==> src/rtl/compute_layer_scheduler.sv <==
// rtl/compute_layer_scheduler.sv - sequences one convolution layer through Compute_Processor, one filter pass at a time
//
// Ports:
//   Clk, Reset_n                      clock, synchronous active-low reset
//   Start, Abort                      layer run / stop requests (one-cycle)
//   Num_filters_m1, Data_length_m1    layer configuration, latched on accepted Start
//   Weight_load_req / Weight_load_ack weight-load handshake for Filter_index
//   Proc_Enable, Proc_Done            processor enable and done strobe
//   Proc_Write_M                      result-RAM write monitor
//   Filter_index                      current filter pass
//   Busy, Layer_Done, Error           status: non-idle, completion pulse, sticky error
module compute_layer_scheduler #(
    parameter int Dataset_depth_counter_bits = 9,
    parameter int Filter_counter_bits        = 3,
    parameter int Timeout_bits               = 16
) (
    input  logic                                  Clk,
    input  logic                                  Reset_n,
    input  logic                                  Start,
    input  logic                                  Abort,
    input  logic [Filter_counter_bits-1:0]        Num_filters_m1,
    input  logic [Dataset_depth_counter_bits-1:0] Data_length_m1,
    output logic                                  Weight_load_req,
    input  logic                                  Weight_load_ack,
    output logic                                  Proc_Enable,
    input  logic                                  Proc_Done,
    input  logic                                  Proc_Write_M,
    output logic [Filter_counter_bits-1:0]        Filter_index,
    output logic                                  Busy,
    output logic                                  Layer_Done,
    output logic                                  Error
);

    localparam int D = Dataset_depth_counter_bits;
    localparam int F = Filter_counter_bits;
    localparam int T = Timeout_bits;

    typedef enum logic [2:0] {
        S_IDLE,
        S_LOAD,
        S_RUN,
        S_NEXT,
        S_FINISH
    } state_t;

    state_t         state;
    logic [F-1:0]   num_filters_m1_q;
    logic [D-1:0]   data_length_m1_q;
    logic [D:0]     write_count;
    logic [T-1:0]   watchdog;

    logic [D:0]     write_count_next;
    logic [D:0]     expected_count;
    logic [T-1:0]   watchdog_next;
    logic           watchdog_expired;

    // The write count is one bit wider than the length field so a full
    // 2^D-result pass is representable; a write coincident with Done counts.
    always_comb begin
        write_count_next = write_count + {{D{1'b0}}, Proc_Write_M};
        expected_count   = {1'b0, data_length_m1_q} + {{D{1'b0}}, 1'b1};
        watchdog_next    = watchdog + {{(T-1){1'b0}}, 1'b1};
        watchdog_expired = &watchdog_next;
    end

    always_ff @(posedge Clk) begin
        if (!Reset_n) begin
            state            <= S_IDLE;
            num_filters_m1_q <= '0;
            data_length_m1_q <= '0;
            write_count      <= '0;
            watchdog         <= '0;
            Weight_load_req  <= 1'b0;
            Proc_Enable      <= 1'b0;
            Filter_index     <= '0;
            Busy             <= 1'b0;
            Layer_Done       <= 1'b0;
            Error            <= 1'b0;
        end else if (state == S_IDLE) begin
            // Start together with Abort is treated as no request.
            if (Start && !Abort) begin
                num_filters_m1_q <= Num_filters_m1;
                data_length_m1_q <= Data_length_m1;
                Filter_index     <= '0;
                Error            <= 1'b0;
                Busy             <= 1'b1;
                Weight_load_req  <= 1'b1;
                state            <= S_LOAD;
            end
        end else if (Abort) begin
            // Abort outranks ack, done and timeout; Error is left as is.
            state           <= S_IDLE;
            Weight_load_req <= 1'b0;
            Proc_Enable     <= 1'b0;
            Busy            <= 1'b0;
            Layer_Done      <= 1'b0;
        end else begin
            case (state)
                S_LOAD: begin
                    if (Weight_load_ack) begin
                        Weight_load_req <= 1'b0;
                        Proc_Enable     <= 1'b1;
                        write_count     <= '0;
                        watchdog        <= '0;
                        state           <= S_RUN;
                    end
                end
                S_RUN: begin
                    if (Proc_Done) begin
                        Proc_Enable <= 1'b0;
                        write_count <= write_count_next;
                        if (write_count_next != expected_count) begin
                            Error <= 1'b1;
                        end
                        state <= S_NEXT;
                    end else if (watchdog_expired) begin
                        Error       <= 1'b1;
                        Proc_Enable <= 1'b0;
                        Busy        <= 1'b0;
                        state       <= S_IDLE;
                    end else begin
                        write_count <= write_count_next;
                        watchdog    <= watchdog_next;
                    end
                end
                S_NEXT: begin
                    if (Filter_index == num_filters_m1_q) begin
                        Layer_Done <= 1'b1;
                        state      <= S_FINISH;
                    end else begin
                        Filter_index    <= Filter_index + {{(F-1){1'b0}}, 1'b1};
                        Weight_load_req <= 1'b1;
                        state           <= S_LOAD;
                    end
                end
                S_FINISH: begin
                    Layer_Done <= 1'b0;
                    Busy       <= 1'b0;
                    state      <= S_IDLE;
                end
                default: begin
                    Weight_load_req <= 1'b0;
                    Proc_Enable     <= 1'b0;
                    Busy            <= 1'b0;
                    Layer_Done      <= 1'b0;
                    state           <= S_IDLE;
                end
            endcase
        end
    end

endmodule

==> config.mk <==
export PLATFORM = sky130hd
export DESIGN_NAME = compute_layer_scheduler
export DESIGN_NICKNAME = d
export VERILOG_FILES = /design/src/rtl/compute_layer_scheduler.sv
export SDC_FILE = /design/constraint.sdc
export NUM_CORES = 1
export LEC_CHECK = 0
export BUFFER_PORTS_ARGS = -buffer_cell sky130_fd_sc_hd__buf_4
export CAP_MARGIN = 20
export CELL_PAD_IN_SITES_DETAIL_PLACEMENT = 1
export CELL_PAD_IN_SITES_GLOBAL_PLACEMENT = 2
export CORE_MARGIN = 2
export CORE_UTILIZATION = 25
export DETAILED_ROUTE_END_ITERATION = 10
export GPL_ROUTABILITY_DRIVEN = 0
export PLACE_DENSITY_LB_ADDON = 0.1
export SYNTH_ARGS = -nofsm -noshare
export SYNTH_HDL_FRONTEND = slang
export SYNTH_SLANG_ARGS = --single-unit
export TNS_END_PERCENT = 50
==> constraint.sdc <==
create_clock -name Clk -period 3.5 [get_ports Clk]
set_input_delay 1.05 -clock Clk [delete_from_list [all_inputs] [get_ports Clk]]
set_output_delay 1.05 -clock Clk [all_outputs]
set_load 0.02 [all_outputs]
==> results_dict.tcl, run 1 <==
set metrics [dict create \
    outcome "completed" \
    synthAdderAreaFrac 0.02857 \
    finalHoldViolations 0 \
    clockRootBuffer "clkbuf_16" \
    synth_edf_count 0 \
    fp.dieW_um 114.7 \
    cp_max_fo 9 \
    met3_length_um 229 \
    core_um2 12010 \
    peakVddDrop_mv 0.1236 \
    min_path_type "register to register" \
    ys_seq_area_frac 0.3200 \
    grt_max_degree 31 \
    wl_met2_um 5056 \
    die-area_um2 13160 \
    port_buffers 26 \
    clock_sinks 49 \
    min_period_over_period 0.9113 \
    topRoutingLayerUsed "met4" \
    rows 40 \
    finalSetupTns_ns 0 \
    drtPass1Iterations 6 \
    rsz0062_at_grt "false" \
    vias 3001 \
    diodes 0 \
    post_cts_resized 0 \
    synthXorXnorAreaFrac 0.1000 \
    track_usage 0.1652 \
    path_clk_slew_ns 0.07 \
    synth-simple-area-share 0.3000 \
    grt_pass1_wl_um 16940 \
    hold-path-cell-count 2 \
    slew_violations 0 \
    numCtsBuffers 5 \
    reg2reg_depth 8 \
    cts.path.max_buffers 2 \
    ios 27 \
    p_leak_nw 1.219 \
    grt_pass1_vias 3219 \
    critical_path_arrival_ns 3.39 \
    endpoint_kind "register" \
    synth_cells 402 \
    place_hpwl_um 7252 \
    synth-main-ff-cell "dfxtp_1" \
    synth.area.mux_share 0.007347 \
    ys_types 50 \
    wl_per_cell_um 17.81 \
    wl_met1_um 4719 \
    post_cts_buffers 0 \
    die_h_um 114.7 \
    final_nets 447 \
    critPathLaunchType "register" \
    r2r-end "write_count[0]$_SDFFE_PN0P_" \
    worst_skew_pair.late_latency_ns 0.30 \
    relSlewSlack 0.5740 \
    synth_top_family_by_area "simple AND/OR/NAND/NOR gates" \
    finalSetupViolations 0 \
    wirelength_um 10140 \
    fillers 1484 \
    fmax_mhz 313.5 \
    drv_cap 0 \
    viasPerCell 5.274 \
    path_class "register to register" \
    cts_tree "yes" \
    ys_ff_latch 49 \
    postCtsHoldBufs 0 \
    detail-route-antenna-nets 0 \
    p_per_area_nw_per_um2 345.1 \
    start_util 0.2552 \
    final_util 0.2968 \
    r2r_setup_slack_ns 0.31 \
    grt-ovfl-total 0 \
    syn2layout_area_growth_pct 16.29 \
    skew_ns 0.006862 \
    worstHoldEndpoint "Weight_load_req$_SDFFE_PN0P_" \
    drc 0 \
    worst_slew_pin_slew_ns 0.6367 \
    drtIter0Drc 112 \
    syn_area_per_cell_um2 7.625 \
    netlist_area_um2 3065 \
    cts_max_level 2 \
    synthArstFlopShare 0 \
    yosys_warnings 0 \
    r2r_start "watchdog[1]$_SDFFE_PN0P_" \
    min-delay-start "Weight_load_req$_SDFFE_PN0P_" \
    antenna_found_initial 0 \
    worstPathRequired_ns 3.70 \
    syn-num-nets 428 \
    fin_crit_ns 3.190 \
    layout-drive-gt1-share 0.1280 \
    synth_compound_area_frac 0.2000 \
]
-- synthesized netlist by cell type (2+ instances only) --
library cell,number,share of area
xnor2_1,21,0.060
nor4_1,6,0.012
or4_4,2,0.0073
clkbuf_1,21,0.026
inv_1,6,0.0073
a31oi_1,15,0.031
or4_1,10,0.024
nor2b_1,4,0.0082
a21o_1,4,0.0098
buf_4,2,0.0049
dfxtp_1,49,0.32
o22ai_1,2,0.0041
nand3_2,2,0.0065
mux2_2,2,0.0073
nand4_1,9,0.018
o31ai_1,2,0.0049
o21a_1,5,0.012
and3_1,7,0.014
o211ai_1,12,0.029
a22oi_1,3,0.0073
or3_1,4,0.0082
nand3_1,24,0.039
nor3_1,17,0.028
ha_1,7,0.029
a21oi_1,30,0.049
and2_1,4,0.0082
nand3b_1,2,0.0049
o311ai_0,2,0.0057
o32ai_1,3,0.0086
xor2_1,14,0.040
nor2_1,14,0.017
nand2_1,71,0.087
o21ai_0,7,0.011
buf_2,3,0.0049
-- layout by cell type (no fill, tap or decap), types with 9 or more instances in the layout --
| cell | netlist | routed |
|---|---|---|
| a31oi_1 | 15 | 15 |
| nand3_1 | 24 | 24 |
| or4_1 | 10 | 10 |
| nand4_1 | 9 | 9 |
| xnor2_1 | 21 | 21 |
| buf_4 | 2 | 38 |
| a21oi_1 | 30 | 30 |
| nor3_1 | 17 | 17 |
| xor2_1 | 14 | 14 |
| nand2_1 | 71 | 71 |
| o211ai_1 | 12 | 12 |
| nor2_1 | 14 | 14 |
| dfxtp_1 | 49 | 49 |
-- area by class of cell --
cell class                      count  area, um2  share of cell area
Sequential cell                    49      980.9              0.2752
Inverter                            7      26.28            0.007371
Multi-Input combinational cell    320       1949              0.5469
Timing Repair Buffer               38      285.3             0.08003
Tap cell                          147      183.9             0.05160
Clock buffer                        6      128.9             0.03615
Clock inverter                      2      10.01            0.002808
-- critical path: stages (launching register included) --
cell	delay (ns)
dfxtp_1	0.42
ha_1	0.29
nand3_2	0.15
or4_4	0.59
xor2_1	0.17
or4_4	0.57
or3_1	0.48
and3_1	0.25
o21a_1	0.17
-- where the power goes --
group	internal (mW)	switching, mW	total [mW]
Sequential	0.569	0.0150	0.584
Combinational	0.0564	0.0805	0.137
Clock	0.264	0.245	0.509
-- state kept, by name, indices dropped and copies added, names as in the netlist, 3 cells and up --
signal and cells:
watchdog 16, state 3, data_length_m1_q 9, Filter_index 3, num_filters_m1_q 3, write_count 10
-- worst max path at each step --
stage / slack, ns / cells past startpoint / end / from
CTS: 0.29 / 8 / write_count[0]$_SDFFE_PN0P_ / watchdog[1]$_SDFFE_PN0P_
floorplan: 0.58 / 9 / write_count[0]$_SDFFE_PN0P_ / watchdog[1]$_SDFFE_PN0P_
global route: 0.11 / 8 / write_count[0]$_SDFFE_PN0P_ / watchdog[1]$_SDFFE_PN0P_
detailed placement: 0.31 / 8 / write_count[0]$_SDFFE_PN0P_ / watchdog[1]$_SDFFE_PN0P_
finish: 0.31 / 8 / write_count[0]$_SDFFE_PN0P_ / watchdog[1]$_SDFFE_PN0P_
global placement: 0.36 / 8 / write_count[0]$_SDFFE_PN0P_ / watchdog[1]$_SDFFE_PN0P_
-- cell families (layout without fill, tap and decap cells) --
group,count (synthesis),after routing
compound gates,94,94
xor+xnor,35,35
fa+ha+maj,7,7
buf+inv,33,53
flops,49,49
mux,2,2
simple gates,182,182
-- metrics by stage --
step / setup WS (ns) / power, mW / instance area [um2] / hold slack (ns) / std cells
after floorplan: 0.5766 / 0.6770 / 3065 / 0.4481 / 402
after global placement: 0.3601 / 0.7376 / 3426 / 0.4545 / 561
after detailed placement: 0.3053 / 0.7385 / 3426 / 0.4631 / 561
after CTS: 0.2871 / 1.249 / 3565 / 0.4756 / 569
after global routing: 0.1145 / 1.290 / 3565 / 0.5012 / 569
final: 0.3105 / 1.230 / 3565 / 0.4699 / 569
-- layer usage --
layer,track usage,vias to the layer above
met1,0.2064,1458
met3,0.02319,8
met5,0,-
met4,0.05141,0
li1,-,1496
met2,0.2943,39
Power figures use the tool's default switching activity.
==> inputs of run 2 (changes only) <==
Settings changed: CORE_MARGIN 2 to unset.
==> run 2 against run 1 <==
  * Maximum frequency decreased by 0.87%
  * Combinational power barely moved
  * Register-to-register slack lost 0.03 ns
  * Final cell count fell by 0.18%
  * Sequential share of layout area is 0.20 points lower
  * Sequential power is essentially flat
  * Global-route usage is 0.59 points higher
  * Count of clock-buffer cells in the layout up 1
  * Non-clock buffer count decreased by 1
  * Clock power is 17% higher
  * Critical path type unchanged
  * Critical endpoint unchanged
==> results_dict.tcl, run 2 (synthesis gave the netlist of run 1 again) <==
set metrics [dict create \
    slew_violations 0 \
    cp_max_fo 9 \
    numCtsBuffers 5 \
    core_um2 11960 \
    skew_ns 0.004032 \
    worst_slew_pin_slew_ns 0.5771 \
    drv_cap 0 \
    worstHoldEndpoint "Weight_load_req$_SDFFE_PN0P_" \
    critPathBufInv 0 \
    detail-route-antenna-nets 0 \
    min-delay-start "Weight_load_req$_SDFFE_PN0P_" \
    drc 0 \
    relSlewSlack 0.6152 \
    start_util 0.2563 \
    antenna_found_initial 0 \
    rsz0062_at_grt "false" \
    critPathLaunchType "register" \
    worstPathRequired_ns 3.70 \
    grt-ovfl-total 0 \
    drtIter0Drc 161 \
    port_buffers 26 \
    clock_sinks 49 \
    cp_top_family "simple AND/OR/NAND/NOR gates" \
    hold-path-cell-count 2 \
    post_cts_resized 0 \
    r2r_setup_slack_ns 0.28 \
    cpMostUsedCell "or4_4" \
    die_h_um 112.7 \
    final_nets 446 \
    outcome "completed" \
    max_stage_delay_ns 0.58 \
    postCtsHoldBufs 0 \
    cts_tree "yes" \
    syn2layout_area_growth_pct 17.14 \
    vias 2991 \
    wl_per_cell_um 17.74 \
    dpl_cell_area_um2 3418 \
    rows 40 \
    clockRootBuffer "clkbuf_16" \
    path_clk_slew_ns 0.07 \
    grt_pass1_wl_um 16880 \
    grt_pass1_vias 3066 \
    finalWorstSetupSlack_ns 0.2826 \
    fin_cells 568 \
    layout.cells.most_common "nand2_1" \
    finalSetupTns_ns 0 \
    p_leak_nw 1.228 \
    r2r-end "write_count[0]$_SDFFE_PN0P_" \
    finalHoldViolations 0 \
    drtPass1Iterations 4 \
    fin_crit_ns 3.217 \
    fp.dieW_um 112.7 \
    ios 27 \
    place_hpwl_um 7152 \
    cts.path.max_buffers 2 \
    placed_cells 560 \
    worst_skew_pair.late_latency_ns 0.30 \
    largest_reg_flops 16 \
    cts_max_level 2 \
    peakVddDrop_mv 0.1365 \
    endpoint_kind "register" \
    reg2reg_depth 8 \
    wirelength_um 10080 \
    dp_worst_setup_slack_ns 0.2912 \
    p_per_area_nw_per_um2 366.0 \
    fmax_mhz 310.8 \
    top_regs "watchdog x16, write_count x10, data_length_m1_q x9" \
    final_cell_mix "nand2_1, dfxtp_1, buf_4" \
    r2r_start "watchdog[1]$_SDFFE_PN0P_" \
    die-area_um2 12710 \
    path_class "register to register" \
    layout-drive-gt1-share 0.1259 \
    diodes 0 \
    track_usage 0.1711 \
    slowest_stage "or4_4" \
    finalSetupViolations 0 \
    min_path_type "register to register" \
    viasPerCell 5.266 \
    final_area_um2 3591 \
    critical_path_arrival_ns 3.42 \
    grt_max_degree 37 \
    top_register "watchdog" \
    min_period_over_period 0.9193 \
    worstPathCellList "ha_1 > nand3_2 > or4_4 > xor2_1 > or4_4 > or3_1 > and3_1 > o21a_1" \
    post_cts_buffers 0 \
]
==> run 2: cell types whose count changed in the layout (fill, tap and decap cells not counted), sizes merged <==
cell / change
clkinv: -2
buf: -1
bufinv: +1
clkbuf: +1
==> run 2: final cells by class <==
class                           instances  area (um2)
Clock buffer                            7       142.6
Fill cell                            1430        8371
Tap cell                              147       183.9
Clock inverter                          1       30.03
Inverter                                7       26.28
Sequential cell                        49       980.9
Multi-Input combinational cell        320        1949
Timing Repair Buffer                   37       277.8
==> run 2: worst max path at each step <==
stage | cells after the start | slack, ns | end | startpoint
floorplan | 9 | 0.58 | write_count[0]$_SDFFE_PN0P_ | watchdog[1]$_SDFFE_PN0P_
global placement | 8 | 0.32 | write_count[1]$_SDFFE_PN0P_ | watchdog[1]$_SDFFE_PN0P_
global route | 8 | 0.13 | write_count[0]$_SDFFE_PN0P_ | watchdog[0]$_SDFFE_PN0P_
finish | 8 | 0.28 | write_count[0]$_SDFFE_PN0P_ | watchdog[1]$_SDFFE_PN0P_
detailed placement | 8 | 0.29 | write_count[0]$_SDFFE_PN0P_ | watchdog[1]$_SDFFE_PN0P_
CTS | 8 | 0.27 | write_count[0]$_SDFFE_PN0P_ | watchdog[1]$_SDFFE_PN0P_
==> run 2: metal layers <==
layer	vias to the layer above	global-route usage	share of wire
li1	1503	-	-
met2	38	0.2885	0.48
met4	0	0.05333	0.012
met5	-	0	0
met3	10	0.02785	0.025
met1	1440	0.2234	0.48
==> run 2: worst min-delay path: cells and delay by family (launching register included) <==
family          cells  cell delay [ns]
flops               1             0.31
compound gates      1             0.05
simple gates        1             0.05
==> run 2: report_power, final <==
part           internal [mW]  leakage, nW  switching (mW)  total (mW)
sequential             0.569        0.397          0.0158       0.585
clock                  0.358       0.0841           0.236       0.594
combinational         0.0546        0.747          0.0805       0.135
==> run 2: through the flow <==
step	power, mW	utilization	hold slack, ns
after floorplan	0.6770	-	0.4481
after global placement	0.7352	0.2858	0.4488
after detailed placement	0.7362	0.2858	0.4578
after CTS	1.347	0.3002	0.4707
after global routing	1.377	0.3002	0.5022
final	1.314	0.3002	0.4667
==> inputs of run 3 (changes only) <==
Settings changed: ABC_AREA set to 1, CORE_MARGIN set to 2, MAX_ROUTING_LAYER set to met4.
==> run 3 against run 2 <==
  * Global-route usage fell by 0.56 points
  * Flip-flop and latch count unchanged
  * Routed wire length grew 12%
  * Critical endpoint is now write_count[1]$_SDFFE_PN0P_
  * Largest cell class unchanged
  * Highest routed layer unchanged
==> results_dict.tcl, run 3 <==
set metrics [dict create \
    grt_pass1_vias 3765 \
    synth_edf_count 0 \
    yosysTopAreaCell "dfxtp_1" \
    min_path_type "register to register" \
    path_clk_slew_ns 0.08 \
    r2r_setup_slack_ns 0.84 \
    finalSetupTns_ns 0 \
    ys_types 30 \
    cpMostUsedCell "nand2_1" \
    peakVddDrop_mv 0.1466 \
    clock_sinks 49 \
    grt-ovfl-total 0 \
    post_cts_resized 0 \
    final_area_um2 4053 \
    cts_tree "yes" \
    worst_slew_pin_slew_ns 0.5901 \
    slew_violations 0 \
    fp.dieW_um 123.2 \
    cp_top_family "simple AND/OR/NAND/NOR gates" \
    ys_seq_area_frac 0.2763 \
    cp_max_fo 11 \
    top_regs "watchdog x16, write_count x10, data_length_m1_q x9" \
    rsz0062_at_grt "false" \
    vias 3712 \
    finalHoldViolations 0 \
    p_leak_nw 1.828 \
    synth_common_cells "nand2_1, inv_1, nor2_1" \
    postCtsHoldBufs 0 \
    worstPathCellList "ha_1 > nand3_1 > inv_1 > nand4_1 > nand2_1 > nand2_1 > a21oi_1 > nand2_1 > nand2_2 > o21ai_2 > nor2_1 > nor2_1" \
    finalSetupViolations 0 \
    dpl_cell_area_um2 3905 \
    top_register "watchdog" \
    track_usage 0.1655 \
    detail-route-antenna-nets 0 \
    outcome "completed" \
    p_per_area_nw_per_um2 356.5 \
    drtPass1Iterations 6 \
    synth-main-ff-cell "dfxtp_1" \
    grt_max_degree 44 \
    final_util 0.2920 \
    finalPower_mw 1.445 \
    drv_cap 0 \
    wirelength_um 11330 \
    relSlewSlack 0.6065 \
    place_hpwl_um 8468 \
    viasPerCell 4.577 \
    fin_crit_ns 2.663 \
    worstPathRequired_ns 3.71 \
    worst_skew_pair.late_latency_ns 0.31 \
    yosysMostFrequentCell "nand2_1" \
    slowest_stage "dfxtp_1" \
    numCtsBuffers 5 \
    endpoint_kind "register" \
    syn_area_per_cell_um2 5.800 \
    final_nets 656 \
    die_h_um 123.2 \
    layout.cells.most_common "nand2_1" \
    skew_ns 0.005505 \
    netlist_area_um2 3550 \
    path_class "register to register" \
    cts.path.max_buffers 2 \
    critPathBufInv 1 \
    die-area_um2 15170 \
    wl_per_cell_um 13.97 \
    syn2layout_area_growth_pct 14.17 \
    grt_pass1_wl_um 18890 \
    ys_ff_latch 49 \
    critPathLaunchType "register" \
    synthArstFlopShare 0 \
    synth_top_area_share 0.2763 \
    core_um2 13880 \
    cts_max_level 2 \
    min_period_over_period 0.7608 \
    diodes 0 \
    fmax_mhz 375.5 \
    final_cell_mix "nand2_1, inv_1, nor2_1" \
    start_util 0.2557 \
    yosys_warnings 0 \
    antenna_found_initial 0 \
    post_cts_buffers 0 \
    rows 43 \
    port_buffers 26 \
    largest_reg_flops 16 \
    fillers 1834 \
    layout-drive-gt1-share 0.08716 \
    critical_path_arrival_ns 2.87 \
    max_stage_delay_ns 0.45 \
    synthTopCellsByArea "dfxtp_1, nand2_1, inv_1" \
    synth_cells 612 \
    ios 27 \
    syn-num-nets 638 \
    drtIter0Drc 138 \
    drc 0 \
    clockRootBuffer "clkbuf_16" \
]
-- run 3: changes by cell type after synthesis, moves of 11 or more --
cell      delta
nand3_1     +31
nor2_1      +75
xnor2_1     -15
xor2_1      -11
a21oi_1     -15
o211ai_1    -12
nand2_1    +126
nor3_1      -15
nand4_1     +24
a31oi_1     -14
o21ai_0     +17
inv_1       +87
-- run 3: power breakdown --
| group | switching [mW] | total, mW | internal, mW |
|---|---|---|---|
| registers | 0.0440 | 0.638 | 0.594 |
| clock network | 0.264 | 0.530 | 0.266 |
| logic | 0.173 | 0.276 | 0.103 |
| total | 0.481 | 1.44 | 0.964 |
-- run 3: stage by stage --
stage,setup slack (ns),hold slack (ns),instances
floorplan,1.171,0.4573,612
global placement,0.7920,0.4476,803
detailed placement,0.7795,0.4506,803
CTS,0.7597,0.4697,811
global route,0.5416,0.5240,811
finish,0.8370,0.4643,811
-- run 3: worst min-delay path, delay by kind of cell, from the launching register on --
family / cells / cell delay [ns]
simple gates: 1 / 0.06
flops: 1 / 0.32
compound gates: 1 / 0.05
-- run 3: kinds of logic (layout without fill, tap and decap cells) --
| group | count (synthesis) | after routing | share of synthesized area |
|---|---|---|---|
| fa+ha+maj | 7 | 7 | 0.02467 |
| buf+inv | 113 | 132 | 0.1272 |
| simple gates | 390 | 390 | 0.4843 |
| compound gates | 44 | 44 | 0.06521 |
| xor+xnor | 9 | 9 | 0.02221 |
| flops | 49 | 49 | 0.2763 |
-- run 3: per-layer routing --
layer | vias to the layer above | global-route usage | wire [um] | part of all wire
met3 | 10 | 0.02721 | 307 | 0.027
met4 | 0 | 0.04688 | 179 | 0.016
li1 | 1952 | - | - | -
met2 | 41 | 0.2819 | 5527 | 0.49
met1 | 1709 | 0.2014 | 5315 | 0.47
met5 | - | - | 0 | 0
-- run 3: path summary, 6_finish.rpt --
path,depth (start not counted),end,start
min reg2reg,2,Proc_Enable$_SDFFE_PN0P_,Proc_Enable$_SDFFE_PN0P_
max,12,write_count[1]$_SDFFE_PN0P_,watchdog[1]$_SDFFE_PN0P_
min,2,Proc_Enable$_SDFFE_PN0P_,Proc_Enable$_SDFFE_PN0P_
max reg2reg,12,write_count[1]$_SDFFE_PN0P_,watchdog[1]$_SDFFE_PN0P_
-- run 3: area by class of cell --
class	count	area (um2)	area share
multi-input cells	450	2117	0.5224
repair buffers	31	232.7	0.05743
flip-flops and latches	49	980.9	0.2420
well taps	180	225.2	0.05557
clock buffers	5	125.1	0.03087
clock inverters	3	22.52	0.005557
inverters	93	349.1	0.08614
